===== src/rtl/sdram_types.sv =====
// sdram_types
//   Shared types for the SDRAM controller. cmd_t and data_t are the
//   command encoding consumed by the SDRAM I/O stage. The scheduler
//   reuses that encoding unchanged. sdram_req_t is the scheduler's
//   request holding register, and sched_state_t is its FSM state.
//   NOP_WORD is the value driven on the command bus when nothing is issued.
//   There are no ports; this file only holds type and constant declarations.

package sdram_types;

  typedef enum logic [2:0] {
    CMD_NOP   = 3'd0,
    CMD_ACT   = 3'd1,
    CMD_READ  = 3'd2,
    CMD_WRITE = 3'd3,
    CMD_PRE   = 3'd4,
    CMD_PALL  = 3'd5,
    CMD_REF   = 3'd6,
    CMD_MRS   = 3'd7
  } cmd_t;

  typedef struct packed {
    logic [8:0]  column;
    logic [15:0] data;
  } cmd_payload_t;

  typedef struct packed {
    cmd_t         cmd;
    logic [1:0]   ba;
    cmd_payload_t d;
  } data_t;

  // The id field is sized for the widest legal tag. Narrower tags are
  // zero-extended when captured.
  typedef struct packed {
    logic        we;
    logic [1:0]  ba;
    logic [12:0] row;
    logic [8:0]  col;
    logic [15:0] data;
    logic [15:0] id;
  } sdram_req_t;

  localparam data_t NOP_WORD = '{cmd: CMD_NOP, ba: 2'b00,
                                 d: '{column: 9'd0, data: 16'd0}};

  typedef enum logic [3:0] {
    ST_INIT_WAIT,
    ST_INIT_PALL,
    ST_INIT_REF,
    ST_INIT_MRS,
    ST_IDLE,
    ST_RF_PALL,
    ST_RF_REF,
    ST_PRE,
    ST_ACT,
    ST_RW
  } sched_state_t;

endpackage


===== src/rtl/sdram_sched_row_tracker.sv =====
// sdram_row_tracker
//   Per-bank open-row bookkeeping for the open-page policy. It holds four
//   open bits and four 13-bit row registers. A query on one bank returns
//   whether that bank is open and whether its open row matches.
//   The module exists only when SDRAM_OPEN_PAGE_EN is defined. The
//   closed-page build neither needs it nor elaborates it.
// Ports:
//   clk, reset      : clock and synchronous active-high clear
//   i_set           : record i_setRow as the open row of bank i_setBa
//   i_setBa/i_setRow: bank and row to record
//   i_clrAll        : close every bank (after refresh)
//   i_qBa/i_qRow    : bank and row being queried
//   o_open          : queried bank is open
//   o_hit           : queried bank is open on the queried row

`ifdef SDRAM_OPEN_PAGE_EN
module sdram_row_tracker (
  input  logic        clk,
  input  logic        reset,
  input  logic        i_set,
  input  logic [1:0]  i_setBa,
  input  logic [12:0] i_setRow,
  input  logic        i_clrAll,
  input  logic [1:0]  i_qBa,
  input  logic [12:0] i_qRow,
  output logic        o_open,
  output logic        o_hit
);

  logic [3:0]  r_open;
  logic [12:0] r_row [4];

  // A clear and a set never occur in the same cycle, because the
  // scheduler is in a single state. Clear is given priority anyway.
  always_ff @(posedge clk) begin
    if (reset) begin
      r_open <= 4'b0000;
      for (int b = 0; b < 4; b++) r_row[b] <= 13'd0;
    end else if (i_clrAll) begin
      r_open <= 4'b0000;
    end else if (i_set) begin
      r_open[i_setBa] <= 1'b1;
      r_row[i_setBa]  <= i_setRow;
    end
  end

  assign o_open = r_open[i_qBa];
  assign o_hit  = r_open[i_qBa] && (r_row[i_qBa] == i_qRow);

endmodule
`endif


===== src/rtl/sdram_sched.sv =====
// sdram_sched
//   This block converts single-word read and write requests into SDRAM
//   command words: PRE, ACT, READ and WRITE. It also inserts the power-up
//   initialisation (PALL, INIT_REF x REF, MRS) and periodic refresh
//   (PALL, REF). It writes at most one command per cycle into the command
//   FIFO. Only the command order is enforced here. The I/O stage applies
//   the command timing.
// Configuration macro: SDRAM_OPEN_PAGE_EN
//   defined   : open-page policy. Rows stay open, and hits skip ACT.
//   undefined : closed-page policy. Every access is ACT, R/W, PRE.
// Ports:
//   clkSDRAM, reset   : clock, synchronous active-high reset
//   icnt_ovf          : init/refresh counter pulse from the I/O stage
//   req_valid/ready   : request handshake
//   req_we/ba/row/col : request attributes
//   req_data, req_id  : write data and read tag
//   fifo_full         : command FIFO full
//   fifo_wrreq/in     : command FIFO write strobe and command word
//   init_done         : initialisation fully written to the FIFO

module sdram_sched
  import sdram_types::*;
#(
  parameter int IN       = 4,
  parameter int INIT_REF = 8
) (
  input  logic          clkSDRAM,
  input  logic          reset,
  input  logic          icnt_ovf,
  input  logic          req_valid,
  output logic          req_ready,
  input  logic          req_we,
  input  logic [1:0]    req_ba,
  input  logic [12:0]   req_row,
  input  logic [8:0]    req_col,
  input  logic [15:0]   req_data,
  input  logic [IN-1:0] req_id,
  input  logic          fifo_full,
  output logic          fifo_wrreq,
  output data_t         fifo_in,
  output logic          init_done
);

  localparam int RCW = (INIT_REF > 1) ? $clog2(INIT_REF) : 1;

  sched_state_t   r_state;
  sched_state_t   w_nextState;
  sdram_req_t     r_req;
  logic           r_refreshPending;
  logic [RCW-1:0] r_refCnt;
  logic           r_initDone;
  logic           w_emit;
  logic           w_write;
  logic           w_accept;
  data_t          w_word;

  // If a counter pulse arrives in the same cycle as a request, the
  // request is refused. Refresh therefore wins even before the pending
  // flag is registered.
  assign req_ready  = (r_state == ST_IDLE) && !r_refreshPending && !icnt_ovf;
  assign w_accept   = req_valid && req_ready;
  assign fifo_wrreq = w_emit && !fifo_full;
  assign w_write    = fifo_wrreq;
  assign fifo_in    = w_word;
  assign init_done  = r_initDone;

`ifdef SDRAM_OPEN_PAGE_EN
  logic w_open;
  logic w_hit;

  sdram_row_tracker u_rowTracker (
    .clk      (clkSDRAM),
    .reset    (reset),
    .i_set    ((r_state == ST_ACT) && w_write),
    .i_setBa  (r_req.ba),
    .i_setRow (r_req.row),
    .i_clrAll ((r_state == ST_RF_REF) && w_write),
    .i_qBa    (req_ba),
    .i_qRow   (req_row),
    .o_open   (w_open),
    .o_hit    (w_hit)
  );
`endif

  // State register
  always_ff @(posedge clkSDRAM) begin
    if (reset) r_state <= ST_INIT_WAIT;
    else       r_state <= w_nextState;
  end

  // Request holding register, refresh flag, init REF counter, init_done.
  // The first icnt_ovf in INIT_WAIT only starts initialisation. Every
  // later pulse requests a refresh, including a pulse that lands in the
  // same cycle as the refresh REF that would otherwise clear the flag.
  always_ff @(posedge clkSDRAM) begin
    if (reset) begin
      r_req            <= '0;
      r_refreshPending <= 1'b0;
      r_refCnt         <= '0;
      r_initDone       <= 1'b0;
    end else begin
      if (w_accept) begin
        r_req.we   <= req_we;
        r_req.ba   <= req_ba;
        r_req.row  <= req_row;
        r_req.col  <= req_col;
        r_req.data <= req_data;
        r_req.id   <= 16'(req_id);
      end
      if (icnt_ovf && (r_state != ST_INIT_WAIT))
        r_refreshPending <= 1'b1;
      else if ((r_state == ST_RF_REF) && w_write)
        r_refreshPending <= 1'b0;
      if ((r_state == ST_INIT_REF) && w_write)
        r_refCnt <= r_refCnt + RCW'(1);
      if ((r_state == ST_INIT_MRS) && w_write)
        r_initDone <= 1'b1;
    end
  end

  // Next-state logic. Any state that emits a command moves on only after
  // its word is actually written, so fifo_full simply freezes the FSM.
  always_comb begin
    w_nextState = r_state;
    case (r_state)
      ST_INIT_WAIT: if (icnt_ovf) w_nextState = ST_INIT_PALL;
      ST_INIT_PALL: if (w_write) w_nextState = ST_INIT_REF;
      ST_INIT_REF:  if (w_write && (r_refCnt == RCW'(INIT_REF - 1)))
                      w_nextState = ST_INIT_MRS;
      ST_INIT_MRS:  if (w_write) w_nextState = ST_IDLE;
      ST_IDLE: begin
        if (r_refreshPending) begin
          w_nextState = ST_RF_PALL;
        end else if (w_accept) begin
`ifdef SDRAM_OPEN_PAGE_EN
          if (w_hit)       w_nextState = ST_RW;
          else if (w_open) w_nextState = ST_PRE;
          else             w_nextState = ST_ACT;
`else
          w_nextState = ST_ACT;
`endif
        end
      end
      ST_RF_PALL: if (w_write) w_nextState = ST_RF_REF;
      ST_RF_REF:  if (w_write) w_nextState = ST_IDLE;
`ifdef SDRAM_OPEN_PAGE_EN
      ST_PRE:     if (w_write) w_nextState = ST_ACT;
      ST_RW:      if (w_write) w_nextState = ST_IDLE;
`else
      ST_PRE:     if (w_write) w_nextState = ST_IDLE;
      ST_RW:      if (w_write) w_nextState = ST_PRE;
`endif
      ST_ACT:     if (w_write) w_nextState = ST_RW;
      default:    w_nextState = ST_INIT_WAIT;
    endcase
  end

  // Command decode. This uses only registered state and the holding
  // register, so there is no path from req_* to the FIFO interface.
  always_comb begin
    w_emit = 1'b0;
    w_word = NOP_WORD;
    case (r_state)
      ST_INIT_PALL, ST_RF_PALL: begin
        w_emit     = 1'b1;
        w_word.cmd = CMD_PALL;
      end
      ST_INIT_REF, ST_RF_REF: begin
        w_emit     = 1'b1;
        w_word.cmd = CMD_REF;
      end
      ST_INIT_MRS: begin
        w_emit     = 1'b1;
        w_word.cmd = CMD_MRS;
      end
      ST_PRE: begin
        w_emit     = 1'b1;
        w_word.cmd = CMD_PRE;
        w_word.ba  = r_req.ba;
      end
      ST_ACT: begin
        w_emit        = 1'b1;
        w_word.cmd    = CMD_ACT;
        w_word.ba     = r_req.ba;
        w_word.d.data = {3'b000, r_req.row};
      end
      ST_RW: begin
        w_emit          = 1'b1;
        w_word.cmd      = r_req.we ? CMD_WRITE : CMD_READ;
        w_word.ba       = r_req.ba;
        w_word.d.column = r_req.col;
        w_word.d.data   = r_req.we ? r_req.data : r_req.id;
      end
      default: ;
    endcase
  end

endmodule


===== config.mk =====
export PLATFORM = sky130hd
export DESIGN_NAME = sdram_sched
export DESIGN_NICKNAME = d
export VERILOG_FILES = /design/src/rtl/sdram_types.sv /design/src/rtl/sdram_sched_row_tracker.sv /design/src/rtl/sdram_sched.sv
export SDC_FILE = /design/constraint.sdc
export NUM_CORES = 1
export LEC_CHECK = 0
export BUFFER_PORTS_ARGS = -buffer_cell sky130_fd_sc_hd__buf_2
export CELL_PAD_IN_SITES_DETAIL_PLACEMENT = 0
export CELL_PAD_IN_SITES_GLOBAL_PLACEMENT = 1
export CORE_ASPECT_RATIO = 1.2
export CORE_UTILIZATION = 30
export DETAILED_ROUTE_END_ITERATION = 12
export PLACE_DENSITY_LB_ADDON = 0.1
export SYNTH_ARGS = -nofsm -noshare
export SYNTH_HDL_FRONTEND = slang
export SYNTH_SLANG_ARGS = --single-unit

===== constraint.sdc =====
create_clock -name clkSDRAM -period 3.85 [get_ports clkSDRAM]
set_clock_uncertainty 0.1 [all_clocks]
set_input_delay 0.385 -clock clkSDRAM [delete_from_list [all_inputs] [get_ports clkSDRAM]]
set_output_delay 0.385 -clock clkSDRAM [all_outputs]
set_load 0.1 [all_outputs]

; ---- Yosys cells after proc, flatten, opt, wreduce, memory -nomap -nowiden
; Index checks and enable logic that the tools add are counted.
; W data, S select, Z words.
[classes]
n_reduce_logical = 21
eq_ne = 18
mux = 19
addsub = 1
[op_table]
columns = cell, count
row1 = $mux W4, 9
row2 = $pmux W16 S2, 1
row3 = $pmux W4 S8, 1
row4 = $pmux W3 S6, 1
row5 = $eq A4 B3 Y1 const B, 4
row6 = $mux W16, 1
row7 = $ne A2 B2 Y1 const B, 5
row8 = $logic_and A1 B1 Y1, 9
row9 = $mux W9, 1
row10 = $eq A4 B2 Y1 const B, 2
row11 = $eq A4 B4 Y1 const B, 2
row12 = $reduce_and A8 Y1, 1
row13 = $reduce_or A8 Y1, 1
row14 = $reduce_or A3 Y1, 2
row15 = $eq A4 B1 Y1 const B, 1
row16 = $logic_not A4 Y1, 1
row17 = $mux W1, 4
row18 = $ne A2 B1 Y1 const B, 2
row19 = $reduce_bool A4 Y1, 1
row20 = $reduce_or A2 Y1, 2
row21 = $add A3 B1 Y3 const B, 1
row22 = $eq A3 B3 Y1 const B, 1
row23 = $logic_not A1 Y1, 3
row24 = $ne A3 B3 Y1 const B, 1
row25 = other kinds (2), 2
[word_totals]
in_bits = 50
regBits = 54
out_inout_bits = 33
word_cells = 69

; ---- Longest topological paths before layout
[depth]
depth_word = 7
mapped_depth = 6
mapped_depth_nobuf = 6

; ---- Worst setup path after synthesis
; Ideal clock, no wire load.
[synth_timing]
path_type = register to output
startpoint = register r_state[2]
endpoint = output fifo_in[0] (netlist bit)
path_stages_with_launch = 5
setup_slack_ns = 0.093
t_arrival_ns = 3.272
n_path_buf = 2
required_time_ns = 3.365
cell_sequence = dfxtp_1 > buf_4 > or3b_2 > buf_2 > a211oi_1
[synth_rtl]
columns = element, line
row1 = start: declaration, sdram_sched.sv:46  ; sched_state_t r_state;
row2 = start signal: assignment, sdram_sched.sv:88  ; else r_state <= w_nextState;
row3 = end: declaration, sdram_sched.sv:40  ; output data_t fifo_in,

==> results.md <==
- Grt ovf: 0
- Min-delay worst type: in -> reg
- Filler cell count: 887
- Synth Register Bits: 54
- Post-synthesis mux area share: 0.02408
- Seq/Total Area, Yosys: 0.4335
- RSZ-0062 raised after global routing: no
- H-Tree Depth: 2
- DRC: 1
- IO Count: 83
- Die footprint: 0.008682 sq mm
- # diodes: 0
- Setup Fix Bufs, Post-CTS: 0
- FF/Latch Area: 0.001081 sq mm
- Reg-to-Reg Start: r_state[2]
- Max cap viols: 0
- Setup tns final: 0 ns
- Ys flop type: dfxtp_1
- Most frequent cells in the layout: 93 x nand2_1, 82 x buf_2, 54 x dfxtp_1
- Minimum clock period: 3.003 ns
- CTS Sinks: 54
- Area Growth Syn to Fin: 23.78%
- Total leakage power: approximately 1.3 nW
- CP Class: reg -> out
- Ys async rst share: 0
- Largest stage delay, worst path: roughly 0.66 ns
- Number of buffers created by CTS: 5
- Max_slew headroom: 0.2646
- CTS Hold Bufs: 0
- Post-Syn Nets: 373
- Status: finished, violations left
- F_max: 0.3330 GHz
- Post-synthesis compound-gate area fraction: 0.2012
- First-pass DRT Iterations: 8
- GRT met1 Usage: 0.2063
- Mapped Area: ~0.0025 sq mm
- Mapped Cells: about 320
- Most common cell after layout, fill and taps aside: nand2_1
- Initial antenna violation count: 0
- GR Util met3: 0.03958
- Synth cell types: 41
- Core box area: 0.008108 sq mm
- Initial drt markers: 104
- Slew @ Worst Pin: 1.103 ns
- # rows: 36
- Global Route met2 Usage: 0.2773
- Hold Vio Cnt, Final: 0
- Synth Area in Simple Gates: 0.2735
- Place WS: around 1.2 ns
- Crit share post-route: 0.7800
- Total Power: about 0.0017 W
- Failing checks: DRC
- Worst EP required: roughly 3.4 ns
- # port buffers: 82
- Worst Setup SP: r_state[3]
- Setup violators final: 0
- Avg WL per Cell: 13.95 microns
- Worst path slowest cell: dfxtp_1
- Total track usage: 0.1616
- Hold Startpoint: req_row[7]
- Area contributors post-synth: dfxtp_1 43%, nand2_1 14%, a21oi_1 9.6%
- Most Crowded Layer GR: met2
- Syn_area_per_cell: between 7 and 8 sq um
- Largest family of logic cells by synthesized area: simple AND/OR/NAND/NOR gates
- Vias per cell: 4.870
- Post-synthesis adder-cell area fraction: 0.01004
- Fin area: roughly 0.003 sq mm
- CTS Buffer Depth: 2
- Vias in the first global route: 2265
- GPL Wtd Cong: 0.7243
- Power Dens Cells: between 500 and 600 mW/mm^2
- CTS Root Cell: clkbuf_8
- Largest net degree at the start of global routing: 56
- XOR/XNOR Fraction of Synth Area: 0.003512
- Synth top area share: 0.4335
- Global-route wire length before repair: around 11000 microns
- Routed vias: about 2400
- Placed cells: 478
- Nets: about 440
- Synth warn: 0
- Cell Area, Placed: 0.002944 sq mm
- DP HPWL: 4539 microns
- Worst-Skew Late Latency: 0.31 ns
- Nature of the critical path endpoint: primary output
- Die height: 101.9 microns
- CTS tree: done
- Pins Over Slew Limit: 0
- Crit start category: flip-flop
- Total wire length: 6779 microns
- Post_cts resized: 0
- Clock transition at path regs: 0.10 ns
- Maximum VDD drop: 0.2282 mV
- Antenna-violating nets left: 0
- Multi-input gate area: 0.001284 sq mm
- Crit Path Max Fanout: 17
- Finished Layout Cells: 486
- Die W: between 80 and 90 microns
- Post-synth EDFFs: 0
- Starting density of the core: 0.3076
- Setup ws final: 0.8469 ns
- Worst path cell trace: nor4b_2 -> buf_4 -> and2_1 -> a22o_1 -> buf_2
- Worst EP arrival: 2.52 ns
- Proportion of layout cells with a drive suffix above 1: 0.2583
- Area leader, netlist: dfxtp_1
==> layer usage <==
layer / vias up / routed length [microns]
li1: 1219 / -
met2: 58 / 3135
met4: 0 / 60
met1: 1084 / 3199
met3: 6 / 383
met5: - / 0
==> power by group <==
group          internal, W  leakage (nW)  switching, W
logic             0.000152         0.761      0.000410
registers         0.000581         0.436     0.0000441
clock network     0.000277        0.0714      0.000190
total              0.00101          1.27      0.000644
==> cell usage after synthesis (2+ instances only) <==
library cell	instances
nor2b_1	3
a22o_1	9
dfxtp_1	54
a211oi_1	4
buf_6	4
or3_1	2
nor3_1	4
clkbuf_1	15
a211o_1	2
and3_1	3
nand2b_1	3
a21oi_1	48
nand3_1	3
nand4_1	2
buf_2	3
nand2_1	93
a31oi_1	3
o21a_1	2
nor2_1	18
o21ai_0	7
ha_1	2
mux2i_1	6
and2_1	12
inv_1	2
==> critical path, delay by kind of cell (launching register included) <==
family	cells	cell delay (ns)
simple gates	2	0.67
flops	1	0.66
buf+inv	2	0.65
compound gates	1	0.21
==> logic make-up (layout without fill, tap and decap cells) <==
group / after synthesis / in the layout
AND/OR/NAND/NOR: 149 / 149
AO/OA/AOI/OAI: 83 / 83
flip-flops: 54 / 54
buffers and inverters: 26 / 96
multiplexers: 6 / 6
adder cells (fa/ha/maj): 2 / 2
XOR/XNOR: 1 / 1
==> path summary, 6_finish.rpt <==
check               end  slack, ns  cells after the start
max          fifo_in[6]       0.85                      5
min           r_req[48]       0.20                      3
max reg2reg   r_req[27]       1.35                      4
min reg2reg   r_req[32]       0.35                      2
==> stage by stage <==
step / util / hold slack [ns]
5_1_grt: 0.3807 / 0.1937
3_5_place_dp: 0.3631 / 0.3433
4_1_cts: 0.3807 / 0.1964
3_3_place_gp: 0.3631 / 0.3392
6_report: 0.3807 / 0.2013
2_1_floorplan: - / 0.3317
==> state kept, by name (all words and copies together), names as in the netlist <==
name,cells
r_refCnt,3
init_done,1
r_req,45
r_state,4
r_refreshPending,1
==> area by class of cell <==
cell class	count	area share
flip-flops and latches	54	0.3502
clock inverters	2	0.01946
repair buffers	86	0.1467
well taps	95	0.03851
multi-input cells	241	0.4159
clock buffers	6	0.02675
inverters	2	0.002432
Note: power is estimated with default switching activity, not from simulation.
